## src/rtl/vrf_wb_arbiter_pkg.sv

```systemverilog
// Shared constants and types for the vector register file writeback path.
package vrf_pkg;

  localparam int DATA_W  = 256;
  localparam int ADDR_W  = 5;
  localparam int VREG_LO = 16;
  localparam int VREG_HI = 23;

  // Read-only performance counter addresses that sit just above the vector bank
  localparam logic [ADDR_W-1:0] PERF_STALL = 5'd24;
  localparam logic [ADDR_W-1:0] PERF_CPI   = 5'd25;
  localparam logic [ADDR_W-1:0] PERF_ARITH = 5'd26;
  localparam logic [ADDR_W-1:0] PERF_MEM   = 5'd27;

  typedef struct packed {
    logic              we;
    logic [ADDR_W-1:0] addr;
    logic [DATA_W-1:0] data;
  } vrf_wr_t;

  // True when addr lies inside the writable window [lo, hi]
  function automatic logic addr_writable(input int unsigned addr,
                                         input int unsigned lo,
                                         input int unsigned hi);
    return (addr >= lo) && (addr <= hi);
  endfunction

endpackage

```

## src/rtl/vrf_wb_arbiter_rr_arbiter.sv

```systemverilog
// Round-robin arbiter: rotate-priority one-hot grant plus the rotation pointer.
module rr_arbiter #(
  parameter  int N  = 2,
  localparam int IW = (N > 1) ? $clog2(N) : 1
) (
  input  logic          clk,
  input  logic          rst,
  input  logic [N-1:0]  req,
  input  logic          en,
  output logic [N-1:0]  gnt,
  output logic [IW-1:0] gnt_idx
);

  logic [IW-1:0] ptr_q, ptr_d;
  logic          found;
  int            cand;

  // Search from the pointer upward (wrapping) and grant the first requester found
  always_comb begin
    gnt     = '0;
    gnt_idx = '0;
    found   = 1'b0;
    cand    = 0;
    if (en && !rst) begin
      for (int k = 0; k < N; k++) begin
        cand = (int'(ptr_q) + k) % N;
        if (!found && req[cand]) begin
          gnt[cand] = 1'b1;
          gnt_idx   = IW'(cand);
          found     = 1'b1;
        end
      end
    end
  end

  // Next pointer: one past the winner, wrapping at N; unchanged without a grant
  always_comb begin
    ptr_d = ptr_q;
    if (|gnt) begin
      ptr_d = (int'(gnt_idx) == N - 1) ? '0 : IW'(int'(gnt_idx) + 1);
    end
  end

  // Pointer register
  always_ff @(posedge clk) begin
    if (rst) ptr_q <= '0;
    else     ptr_q <= ptr_d;
  end

endmodule

```

## src/rtl/vrf_wb_arbiter.sv

```systemverilog
// Arbitrates N_REQ writeback requesters onto the single regfile write port,
// registers the chosen write, screens out-of-bank addresses and counts conflicts.
module vrf_wb_arbiter import vrf_pkg::*; #(
  parameter int N_REQ   = 2,
  parameter int DATA_W  = vrf_pkg::DATA_W,
  parameter int ADDR_W  = vrf_pkg::ADDR_W,
  parameter int VREG_LO = vrf_pkg::VREG_LO,
  parameter int VREG_HI = vrf_pkg::VREG_HI
) (
  input  logic                      clk,
  input  logic                      rst,
  input  logic [N_REQ-1:0]          req_valid,
  input  logic [N_REQ*ADDR_W-1:0]   req_addr,
  input  logic [N_REQ*DATA_W-1:0]   req_data,
  output logic [N_REQ-1:0]          req_ready,
  input  logic                      wb_stall,
  input  logic                      cnt_clr,
  output logic                      vwe3,
  output logic [ADDR_W-1:0]         vwa3,
  output logic [DATA_W-1:0]         vwd3,
  output logic                      bad_addr_err,
  output logic [2:0]                err_req_id,
  output logic [31:0]               conflict_count
);

  localparam int IW = (N_REQ > 1) ? $clog2(N_REQ) : 1;

  typedef struct packed {
    logic              we;
    logic [ADDR_W-1:0] addr;
    logic [DATA_W-1:0] data;
  } wr_t;

  logic [N_REQ-1:0]  gnt;
  logic [IW-1:0]     gnt_idx;
  logic              xfer;
  logic [ADDR_W-1:0] sel_addr;
  logic [DATA_W-1:0] sel_data;
  logic              in_range;
  logic              conflict_evt;

  wr_t         wr_q, wr_d;
  logic        err_q, err_d;
  logic [2:0]  err_id_q, err_id_d;
  logic [31:0] conflict_q, conflict_d;

  function automatic logic [31:0] sat_inc(input logic [31:0] v);
    return (v == 32'hFFFF_FFFF) ? v : v + 32'd1;
  endfunction

  rr_arbiter #(.N(N_REQ)) u_rr (
    .clk     (clk),
    .rst     (rst),
    .req     (req_valid),
    .en      (!wb_stall),
    .gnt     (gnt),
    .gnt_idx (gnt_idx)
  );

  assign req_ready = gnt;
  assign xfer      = |gnt;
  assign sel_addr  = req_addr[int'(gnt_idx)*ADDR_W +: ADDR_W];
  assign sel_data  = req_data[int'(gnt_idx)*DATA_W +: DATA_W];
  assign in_range  = addr_writable(32'(sel_addr), VREG_LO, VREG_HI);

  // A denied valid requester: two or more competing, or any waiting through a stall
  assign conflict_evt = wb_stall ? (|req_valid) : ($countones(req_valid) >= 2);

  // Write-port next state: out-of-bank transfers complete but never enable the write
  always_comb begin
    wr_d    = wr_q;
    wr_d.we = 1'b0;
    if (xfer) begin
      wr_d.we   = in_range;
      wr_d.addr = sel_addr;
      wr_d.data = sel_data;
    end
  end

  // Sticky error flag; the requester id is latched only for the first offence
  always_comb begin
    err_d    = err_q;
    err_id_d = err_id_q;
    if (xfer && !in_range) begin
      err_d = 1'b1;
      if (!err_q) err_id_d = 3'(gnt_idx);
    end
  end

  // Saturating conflict counter with clear taking priority over increment
  always_comb begin
    conflict_d = conflict_q;
    if (cnt_clr)           conflict_d = '0;
    else if (conflict_evt) conflict_d = sat_inc(conflict_q);
  end

  // State registers; reset drops any in-flight write
  always_ff @(posedge clk) begin
    if (rst) begin
      wr_q       <= '0;
      err_q      <= 1'b0;
      err_id_q   <= '0;
      conflict_q <= '0;
    end else begin
      wr_q       <= wr_d;
      err_q      <= err_d;
      err_id_q   <= err_id_d;
      conflict_q <= conflict_d;
    end
  end

  assign vwe3           = wr_q.we;
  assign vwa3           = wr_q.addr;
  assign vwd3           = wr_q.data;
  assign bad_addr_err   = err_q;
  assign err_req_id     = err_id_q;
  assign conflict_count = conflict_q;

endmodule

```

## config.mk

```make
export PLATFORM = sky130hd
export DESIGN_NAME = vrf_wb_arbiter
export DESIGN_NICKNAME = d
export VERILOG_FILES = /design/src/rtl/vrf_wb_arbiter_pkg.sv /design/src/rtl/vrf_wb_arbiter_rr_arbiter.sv /design/src/rtl/vrf_wb_arbiter.sv
export SDC_FILE = /design/constraint.sdc
export NUM_CORES = 1
export LEC_CHECK = 0
export CORE_AREA = 2 2 318 320
export DETAILED_ROUTE_END_ITERATION = 7
export DIE_AREA = 0 0 320 322
export PLACE_DENSITY_LB_ADDON = 0.25
export SLEW_MARGIN = 20
export SYNTH_ARGS = -nofsm -noshare
export SYNTH_HDL_FRONTEND = slang
export SYNTH_SLANG_ARGS = --single-unit
export TNS_END_PERCENT = 20
```

## constraint.sdc

```tcl
create_clock -name clk -period 2.5 [get_ports clk]
set_input_delay 0.375 -clock clk [delete_from_list [all_inputs] [get_ports clk]]
set_output_delay 0.375 -clock clk [all_outputs]
set_load 0.02 [all_outputs]
```

## After elaboration in Yosys (flattened, before gate mapping)

Index checks and enable logic that the tools add are counted.

| storage, ports and cells | value |
|---|---|
| bits in registers | 297 |
| logic and storage cells | 63 |

| cells by class | value |
|---|---|
| add/subtract/negate cells | 4 |
| $mul | 1 |
| $lt $le $gt $ge | 7 |
| equality and inequality tests | 1 |
| shift operators | 2 |
| multiplexer cells | 20 |
| bitwise logic cells | 5 |
| reduce and logical (&&, ||, !) cells | 16 |

Operators with widths:

| operator | count |
|---|---|
| $shiftx 512x10->256 | 1 |
| $add 32x1->32 const B | 1 |
| $eq 32x32->1 const B | 1 |
| $mux 1 | 14 |
| $shiftx 10x5->5 | 1 |
| $mux 2 | 4 |
| $reduce_or 2->1 | 4 |
| $logic_and 1x1->1 | 6 |
| $ge 5x5->1 const B | 1 |
| $le 5x5->1 const B | 1 |
| $logic_not 1->1 | 4 |
| $mul 1x3->4 const B | 1 |
| $reduce_and 2->1 | 2 |
| $lt 2x3->1 const B | 1 |
| $not 1->1 | 3 |
| $add 1x1->1 const B | 2 |
| $add 1x1->2 | 1 |
| $demux 1 s1 | 2 |
| $ge 2x1->1 const B | 1 |
| $ge 2x2->1 const B | 1 |
| $lt 1x2->1 const B | 1 |
| $or 2x2->2 | 1 |
| $and 1x1->1 const A | 1 |
| $ge 1x1->1 const B | 1 |

## Depth between registers and ports, before layout

| logic depth | value |
|---|---|
| word-level depth | 15 |
| depth in mapped cells | 8 |

## Modules after synthesis

Synthesis repeated with hierarchy kept, for this count alone.

| second synthesis, totals | value |
|---|---|
| cells, all modules | 1392 |
| area, all modules | 13271.5 µm² |

Modules (own cells, without submodules):

| module | times used | cells an instance | area each (µm²) | seq. area each (µm²) |
|---|---|---|---|---|
| vrf_wb_arbiter | 1 | 1382 | 13187.6 | 5925.7 |
| rr_arbiter | 1 | 10 | 83.8 | 20.0 |

## Worst setup path before layout

No wires, ideal clock.

| path | value |
|---|---|
| path kind | flip-flop to flip-flop |
| start point | register conflict_q[0] (netlist: conflict_count[0]) |
| end point | register conflict_q[26] (netlist: conflict_count[26]) |
| setup time | 0.071 ns |
| arrival time | 2.125 ns |
| path slack | 0.305 ns |
| cell stages (with the launch flop) | 8 |
| cells stage by stage | dfxtp_1 ha_1 and3_1 nand4_4 or4_1 buf_2 or3_1 a21oi_1 |

| between the ends | value |
|---|---|
| word-level cells in the longest chain between the ends | 3 |
| elaborated cells on any way between the ends | 4 |
| classes of those cells | add/sub: 1; eq/ne: 1; bitwise: 1; reduce/logical: 1 |

RTL lines:

| element | line | text |
|---|---|---|
| start: declaration | vrf_wb_arbiter.sv:45 | `logic [31:0] conflict_q, conflict_d;` |
| start signal: assignment | vrf_wb_arbiter.sv:108 | `conflict_q <= conflict_d;` |
| parallel branches: the longest is 3 deep, another holds $add 32x1->32 | n/a |  |

Several ways; the timed one is not identified.
A chain may end at the register's enable or synchronous reset.

## Worst setup path in the final report

| path | value |
|---|---|
| start point | input port wb_stall |
| end point | output port req_ready[0] |

| between the ends | value |
|---|---|
| word-level cells in the longest chain between the ends | 3 |

RTL lines:

| element | line | text |
|---|---|---|
| start: declaration | vrf_wb_arbiter.sv:16 | `input logic wb_stall,` |
| $logic_not 1->1 | vrf_wb_arbiter.sv:55 | `.en (!wb_stall),` |
| $logic_and 1x1->1 | vrf_wb_arbiter_rr_arbiter.sv:24 | `if (en && !rst) begin` |
| $mux 2 | vrf_wb_arbiter_rr_arbiter.sv:24 |  |
| end: declaration | vrf_wb_arbiter.sv:15 | `output logic [N_REQ-1:0] req_ready,` |

No other way between the ends.

==> impl_metrics.json <==
{
  "row_count": 116,
  "firstDrtPassIters": 5,
  "grt_pass1_wl_mm": 104,
  "synth_top_area_share_pct": 45.7,
  "r2r_end": "conflict_count[30]$_SDFFE_PP0P_",
  "holdWs_ps": 204,
  "postCtsSetupBuffers": 0,
  "cts_buffers": 40,
  "overflow": 0,
  "clock_power_share_pct": 43.7,
  "synth.ff_latch_count": 297,
  "setup_slack_ps": 193,
  "async_reset_ff_share_pct": 0,
  "fin_crit_ps": 2310,
  "grt.met3_usage_pct": 4.05,
  "layout_commonest_cell": "clkdlybuf4s50_1",
  "utilization_pct": 24.5,
  "io_buffer_count": 825,
  "gp_congestion": 0.791,
  "internal-power_mw": 10.1,
  "fin_worst_skew_ps": 12.6,
  "vias": 15389,
  "switching_share_pct": 27.1,
  "cap_violations": 0,
  "ys_top_cells_by_area": "dfxtp_1 46%, a311oi_1 18%, nand2_1 16%, nor2_1 7.9%, clkbuf_1 4.0%",
  "start_util_pct": 13.1,
  "cts.sinks": 297,
  "nets": 3010,
  "startpoint_type": "input port",
  "cts_tree": "done",
  "avgViaCountPerCell": 4.04,
  "endpoint_kind": "output pin",
  "hold_end": "err_req_id[0]$_SDFFE_PP0P_",
  "crit_required_ps": 2120,
  "grtUsageMet2_pct": 23.0,
  "ir_worst_vdd_mv": 0.357,
  "finalHoldViolCount": 0,
  "yosys_warnings": 0,
  "yosys.area.top_type": "dfxtp_1",
  "pwr_density_cell_nw_per_um2": 566,
  "cts-root-buf": "clkbuf_16",
  "critPathKind": "in -> out",
  "grtUsageMet1_pct": 16.1,
  "drive_gt1_share_pct": 5.91,
  "min_path_cells": 3,
  "routedWlPerCell_um": 19.3,
  "synthCells": 1698,
  "place_hpwl_mm": 55.8,
  "n_fill_cell": 10956,
  "core_area_um2": 99600,
  "ys_seq_area_share_pct": 45.7,
  "grt_pass1_vias": 15280,
  "place_inst": 3737,
  "ant_nets": 0,
  "grt_most_used_layer": "met2",
  "die_x_um": 320,
  "drc": 0,
  "die_h_um": 322,
  "ff2ff_setup_slack_ps": 330,
  "timing.setup.tns_ps": 0,
  "worst_pin_slew_ps": 1190,
  "max_slew_margin_pct": 20.5,
  "pre_cts_ws_ps": -139,
  "routed_wl_mm": 73.5,
  "finalPower_mw": 13.8,
  "grtUsageTotal_pct": 13.4,
  "worstPathMaxFanout": 4,
  "syn_area_um2": 13000,
  "setup_violations": 0,
  "finalMaxSlewViolations": 0,
  "synth_edf_count": 0,
  "io_pins": 828,
  "layout.cells.non_filler": 3808,
  "min-delay-start": "rst",
  "post_synth.cell_area_avg_um2": 7.66,
  "ys.flop_type": "dfxtp_1",
  "hp-class": "in -> reg",
  "ys_types": 49,
  "worstReg2RegStart": "conflict_count[0]$_SDFFE_PP0P_",
  "rsz0062_at_grt": "false",
  "design_area_um2": 24400,
  "cts_max_level": 2,
  "cts_buffer_depth": 3,
  "dpl_cell_area_um2": 23100,
  "combPwrFrac_pct": 18.9,
  "clkLatencyLatePin_ps": 580,
  "worstRegToRegCells": 6,
  "clkTransAtPathRegs_ps": 60,
  "arrival_ps": 1930,
  "ctsResizeCount": 2,
  "drt_iter0_drc": 756,
  "postCtsHoldBufs": 0,
  "max_freq_ghz": 0.434,
  "grt_max_degree": 148,
  "period_share_pct": 92.3,
  "p_leak_nw": 8.26,
  "outcome": "completed",
  "areaGrowthSynthToFinish_pct": 87.6,
  "die_area_um2": 103000,
  "layout_common_cells": "822 x clkdlybuf4s50_1, 554 x nand2_1, 297 x dfxtp_1",
  "seqPwrFrac_pct": 37.4,
  "p_switching_mw": 3.74,
  "antenna_found_initial": 6
}
==> cell families after synthesis <==
group	count (synthesis)	share of synthesized area, %
buffers and inverters	168	5.05
AND/OR/NAND/NOR	896	27.5
adder cells (fa/ha/maj)	2	0.202
multiplexers	5	0.385
XOR/XNOR	4	0.269
AO/OA/AOI/OAI	325	20.8
other	1	0.0288
flip-flops	297	45.7
==> cell usage after synthesis (2+ instances only) <==
| library cell | n |
|---|---|
| nor4_1 | 2 |
| o21ai_0 | 11 |
| nor2_1 | 275 |
| a2111o_1 | 6 |
| nand2_1 | 554 |
| and3_2 | 2 |
| a21oi_1 | 24 |
| buf_4 | 3 |
| or4_1 | 7 |
| and3_1 | 5 |
| inv_1 | 7 |
| dfxtp_1 | 297 |
| buf_2 | 6 |
| xnor2_1 | 4 |
| nand3_1 | 11 |
| buf_1 | 13 |
| or2_2 | 2 |
| clkbuf_1 | 138 |
| and2_1 | 3 |
| o22ai_1 | 2 |
| nand2b_1 | 3 |
| and4_1 | 5 |
| a31o_2 | 4 |
| nand4_1 | 9 |
| or3_1 | 10 |
| mux2i_1 | 5 |
| a311oi_1 | 262 |
| o31ai_1 | 7 |
==> power by group through the flow <==
stage | Clock, mW | Combinational, mW | Sequential (mW)
after global placement | 0 | 2.64 | 5.26
after detailed placement | 0 | 2.63 | 5.26
after CTS | 6.28 | 2.64 | 5.16
final | 6.03 | 2.60 | 5.16
after floorplan | 0 | 0.571 | 5.55
after global routing | 6.44 | 2.77 | 5.19
==> layout make-up <==
type                    instances  area, um^2  area share (%)
clock inverters                 8         168           0.688
diodes                          5        12.5          0.0513
flip-flops and latches        297        5950            24.4
inverters                       7        33.8           0.139
clock buffers                  58        1130            4.63
repair buffers                901        9040            37.1
well taps                    1298        1620            6.66
multi-input cells            1234        6430            26.4
==> critical path, stage by stage <==
cell             delay (ps)
clkdlybuf4s50_1         480
nor2_1                  130
buf_4                   150
nand3_4                 120
inv_8                   100
dlygate4sd2_1           560
==> flip-flops by register name, indices dropped and copies added (netlist names) <==
| name | cells |
|---|---|
| conflict_count | 32 |
| vwe3 | 1 |
| u_rr.ptr_q | 1 |
| vwd3 | 256 |
| bad_addr_err | 1 |
| vwa3 | 5 |
| err_req_id | 1 |
==> worst max path at each step <==
stage / startpoint / to
final: wb_stall / req_ready[0]
after global routing: wb_stall / req_ready[0]
after CTS: req_valid[1] / req_ready[0]
after detailed placement: req_valid[1] / req_ready[0]
after global placement: wb_stall / req_ready[0]
after floorplan: conflict_count[0]$_SDFFE_PP0P_ / conflict_count[26]$_SDFFE_PP0P_
==> routing by layer <==
metal	share of wire, %	wire [um]	vias to the layer above
met3	7.2	5280	86
met4	2.5	1810	2
met2	49	35600	525
met5	0.018	13	-
met1	42	30700	7231
li1	-	-	7545
(Power assumes the default switching activity.)
